File: src/rtl/mux_arbiter.sv
// mux_arbiter
//   Two-source packet multiplexer with a single registered output stage.
//   When the FSM is idle, it arbitrates between the two sources. The winner
//   of a multi-beat packet keeps the output until its last beat is accepted.
//
// Ports
//   clk                  sole clock, rising edge
//   rst_n                synchronous active-low reset
//   in0_valid/data/last  source 0 beat
//   in0_ready            source 0 beat accepted this cycle (combinational)
//   in1_valid/data/last  source 1 beat
//   in1_ready            source 1 beat accepted this cycle (combinational)
//   out_valid/data/last  registered output beat
//   out_ready            downstream accepts the output beat
//   selector             registered owner index (1 only while source 1 owns)
//
// Configuration
//   MUX_ARBITER_FIXED_PRIO_EN  defined: idle arbitration always prefers
//                              source 0 and no round-robin pointer exists.
//                              undefined: round-robin between the sources.

module mux_arbiter #(
    parameter int WIDTH = 32
) (
    input  logic             clk,
    input  logic             rst_n,
    input  logic             in0_valid,
    input  logic [WIDTH-1:0] in0_data,
    input  logic             in0_last,
    output logic             in0_ready,
    input  logic             in1_valid,
    input  logic [WIDTH-1:0] in1_data,
    input  logic             in1_last,
    output logic             in1_ready,
    output logic             out_valid,
    output logic [WIDTH-1:0] out_data,
    output logic             out_last,
    input  logic             out_ready,
    output logic             selector
);

    localparam logic [1:0] IDLE = 2'd0;
    localparam logic [1:0] OWN0 = 2'd1;
    localparam logic [1:0] OWN1 = 2'd2;

    logic [1:0] state;
    logic [1:0] state_nxt;
    logic       can_load;
    logic       win1;
    logic       grant0;
    logic       grant1;
    logic       xfer0;
    logic       xfer1;
    logic       load;

`ifdef MUX_ARBITER_FIXED_PRIO_EN
    always_comb win1 = in1_valid & ~in0_valid;
`else
    // 1 = source 1 is preferred when both sources are valid in IDLE
    logic rr_ptr;

    always_comb win1 = in1_valid & (~in0_valid | rr_ptr);

    // Only IDLE grants start packets, so only IDLE transfers move the pointer.
    always_ff @(posedge clk) begin
        if (!rst_n) begin
            rr_ptr <= 1'b0;
        end else if (state != OWN0 && state != OWN1) begin
            if (xfer0)
                rr_ptr <= 1'b1;
            else if (xfer1)
                rr_ptr <= 1'b0;
        end
    end
`endif

    always_comb begin
        can_load = ~out_valid | out_ready;
        grant0   = 1'b0;
        grant1   = 1'b0;
        case (state)
            OWN0:    grant0 = 1'b1;
            OWN1:    grant1 = 1'b1;
            default: begin
                grant1 = win1;
                grant0 = in0_valid & ~win1;
            end
        endcase
        // Readies are forced low while reset is asserted.
        in0_ready = rst_n & can_load & grant0;
        in1_ready = rst_n & can_load & grant1;
        xfer0     = in0_valid & in0_ready;
        xfer1     = in1_valid & in1_ready;
        load      = xfer0 | xfer1;
    end

    always_comb begin
        state_nxt = state;
        case (state)
            OWN0: if (xfer0 && in0_last) state_nxt = IDLE;
            OWN1: if (xfer1 && in1_last) state_nxt = IDLE;
            default: begin
                // Single-beat packets (last = 1) leave the FSM in IDLE.
                if (xfer0 && !in0_last)
                    state_nxt = OWN0;
                else if (xfer1 && !in1_last)
                    state_nxt = OWN1;
                else
                    state_nxt = IDLE;
            end
        endcase
    end

    always_ff @(posedge clk) begin
        if (!rst_n) begin
            state    <= IDLE;
            selector <= 1'b0;
        end else begin
            state <= state_nxt;
            // When the FSM returns to IDLE, the selector keeps the last owner.
            if (state_nxt == OWN1)
                selector <= 1'b1;
            else if (state_nxt == OWN0)
                selector <= 1'b0;
        end
    end

    always_ff @(posedge clk) begin
        if (!rst_n) begin
            out_valid <= 1'b0;
            out_data  <= '0;
            out_last  <= 1'b0;
        end else if (load) begin
            out_valid <= 1'b1;
            out_data  <= xfer1 ? in1_data : in0_data;
            out_last  <= xfer1 ? in1_last : in0_last;
        end else if (out_ready) begin
            out_valid <= 1'b0;
        end
    end

endmodule

File: config.mk
export PLATFORM = sky130hd
export DESIGN_NAME = mux_arbiter
export DESIGN_NICKNAME = d
export VERILOG_FILES = /design/src/rtl/mux_arbiter.sv
export SDC_FILE = /design/constraint.sdc
export NUM_CORES = 1
export LEC_CHECK = 0
export CAP_MARGIN = 15
export CORE_MARGIN = 3
export CORE_UTILIZATION = 35
export CTS_CLUSTER_DIAMETER = 80
export DETAILED_ROUTE_END_ITERATION = 12
export GPL_TIMING_DRIVEN = 0
export PLACE_DENSITY = 0.71
export SYNTH_ARGS = -nofsm -noshare
export SYNTH_HDL_FRONTEND = slang
export SYNTH_SLANG_ARGS = --single-unit
export TNS_END_PERCENT = 50
File: constraint.sdc
create_clock -name clk -period 5.43 [get_ports clk]
set_clock_uncertainty 0.2 [all_clocks]
set_input_delay 1.3575 -clock clk [delete_from_list [all_inputs] [get_ports clk]]
set_output_delay 1.3575 -clock clk [all_outputs]
set_load 0.02 [all_outputs]
==> impl_metrics.toml <==
[timing]
period_share_pct = 86.3
finalHoldViolations = 0
finalSetupViolCount = 0
fmax_mhz = 213
worst_slack_ns = 0.742
relSlewSlack_pct = 53.4
fin_hold_ws_ns = 0.315
period_needed_ns = 4.69
final-max-slew-violation-count = 0
rsz0062_at_grt = "no"
tightest_slew_ns = 0.699
fin_tns_setup_ns = 0

[power_and_ir_drop]
pwr_density_cell_nw_per_um2 = 229
p_leak_nw = 1.13
ir_worst_vdd_v = 0.000112

[critical_path]
path_buf_inv = 2
max_stage_delay_ns = 0.63
critPathTopFamily = "buffers and inverters"
worst_path_most_repeated_cell = "clkdlybuf4s50_1"
cp.required_ns = 3.87
reg2regPathDepth = 7
cp_slowest_cell = "clkdlybuf4s50_1"
crit_type = "in -> out"
path_cells = "clkdlybuf4s50_1 -> nor2b_4 -> nor2_1 -> nand2_1 -> a21oi_1 -> clkdlybuf4s50_1"
start_kind = "input port"
path_depth = 6
critPathMaxFanout = 7
crit_arrival_ns = 3.13
end_kind = "output port"

[yosys]
ys_types = 33
synth_seq_cells = 38
async_reset_ff_share_pct = 0
syn_inst = 248
synth_edf_count = 0
syn-cell-area_um2 = 2180
yosysTopAreaCell = "dfxtp_1"
syn_nets = 322
synth_top_area_share_pct = 34.9
synth.avg_cell_area_um2 = 8.80
synth_area_leaders = "dfxtp_1, a311oi_2, nand3_1"
yosysWarnings = 0
ys_seq_area_share_pct = 34.9
synth_ff_type = "dfxtp_1"

[clock_network]
cts_setup_buffers = 0
cts_sinks = 38
cts_root_buf = "clkbuf_8"
cts_resized = 0
cts_made_buffers = 5
cts_buffer_depth = 2
cts_tree = "built"
clk_pin_slew_ns = 0.07
insertion_delay_ns = 0.29
cts_max_level = 2
cts_hold_buf = 0

[routing]
top_layer_used = "met4"
routedLengthMet1_um = 3210
vias = 2415
via_per_inst = 5.51
wl_met3_um = 491
drc = 0
first_pass_iters = 4
drtIter0Drc = 127
wire_per_inst_um = 16.3
wl_um = 7130
route.met2.wl_um = 3360
final_antenna_net_count = 0

[global_routing]
grt_max_degree = 12
grt_first_pass_wirelength_um = 11900
grtUsageTotal_pct = 20.1
antenna_found_initial = 0
grt_pass1_vias = 2398
globalRouteOverflowTotal = 0

[final_layout]
area_growth_pct = 58.4
layout.nets = 436
drive_gt1_share_pct = 13.8
multi_input_area_um2 = 1250
seqCellArea_um2 = 761
diodes = 0
fillers = 558

[die]
die_h_um = 85.0
row_count = 28
dieArea_um2 = 7220
die_x_um = 85.0
start_util_pct = 36.4
pin_count = 108
core_um2 = 5990

[worst_hold_path]
hp-class = "reg -> reg"
hold-path-cell-count = 2

[placed_design]
place_hpwl_um = 5120
io_buffers = 107
pre_cts_ws_ns = 0.759
gp_congestion = 0.801

[job]
cap_viol_max_count = 0

[status]
status = "finished, final reports clean"
## kinds of logic after synthesis
logic type               synth area share [%]
adder cells (fa/ha/maj)                  1.72
multiplexers                            0.459
AO/OA/AOI/OAI                            33.3
AND/OR/NAND/NOR                          22.0
buffers and inverters                    7.74
flip-flops                               34.9
## stage by stage
stage | cells | util (%) | total power [mW] | cell area (um^2)
5_1_grt | 438 | 57.7 | 0.829 | 3460
6_report | 438 | 57.7 | 0.791 | 3460
2_1_floorplan | 248 | - | 0.442 | 2180
3_3_place_gp | 430 | 55.9 | 0.564 | 3350
4_1_cts | 438 | 57.7 | 0.797 | 3460
3_5_place_dp | 430 | 55.9 | 0.566 | 3350
## sequential cells by signal, summed over array words and instances, names as in the netlist
signal and flops:
out_data 32, state 2, out_last 1, out_valid 1, rr_ptr 1, selector 1
## synthesized netlist by cell type (all sizes together), types with 2 or more instances
master  number
dfxtp       38
ha           3
nor2b        3
a41oi        2
nand2b       4
o21ai       33
a21oi        3
nor3        34
inv          4
nor2         8
a311oi      32
clkbuf      17
nand3       34
nand2        7
buf         11
## layer usage
| layer | vias to the layer above | track usage (%) |
|---|---|---|
| met5 | - | 0 |
| met4 | 0 | 5.18 |
| met3 | 6 | 5.53 |
| met2 | 81 | 31.6 |
| met1 | 1154 | 27.3 |
| li1 | 1174 | - |
## where the power goes
group | total [mW] | internal (mW) | leakage, nW | switching (mW)
combinational | 0.247 | 0.126 | 0.763 | 0.121
sequential | 0.313 | 0.301 | 0.312 | 0.0117
clock | 0.231 | 0.128 | 0.0575 | 0.103
total | 0.791 | 0.555 | 1.13 | 0.236
## area by class of cell
cell class                 instances  share of cell area (%)
buffer                            28                    4.34
clock buffer                       8                    3.18
tap                               75                    2.71
inverter                           5                   0.543
timing repair buffer             107                    31.0
multi-input combinational        177                    36.2
sequential                        38                    22.0
## final timing paths
check	end	slack [ns]	start
setup reg to reg	out_data[31]	3.07	state[0]
setup / recovery	in1_ready	0.74	in0_valid
hold reg to reg	selector	0.31	selector
hold / removal	selector	0.31	selector
## placed cells by master (no fill, tap or decap), types with 4 or more instances in the layout
| cell type | Yosys | layout |
|---|---|---|
| clkdlybuf4s50_1 | 0 | 107 |
| dfxtp_1 | 38 | 38 |
| nor3_1 | 34 | 34 |
| nand3_1 | 34 | 34 |
| o21ai_0 | 33 | 33 |
| a311oi_2 | 29 | 29 |
| clkbuf_1 | 17 | 17 |
| nor2_1 | 8 | 8 |
| clkbuf_8 | 0 | 8 |
| nand2_1 | 7 | 7 |
| buf_2 | 6 | 6 |
| buf_6 | 5 | 5 |
| inv_1 | 4 | 4 |
| nand2b_1 | 4 | 4 |
## worst min-delay path: cells and delay by family (launching register included)
kind,cells,cell delay [ns]
flip-flops,1,0.34
multiplexers,1,0.07
AND/OR/NAND/NOR,1,0.07
No activity file was read; power rests on OpenSTA's default activity.
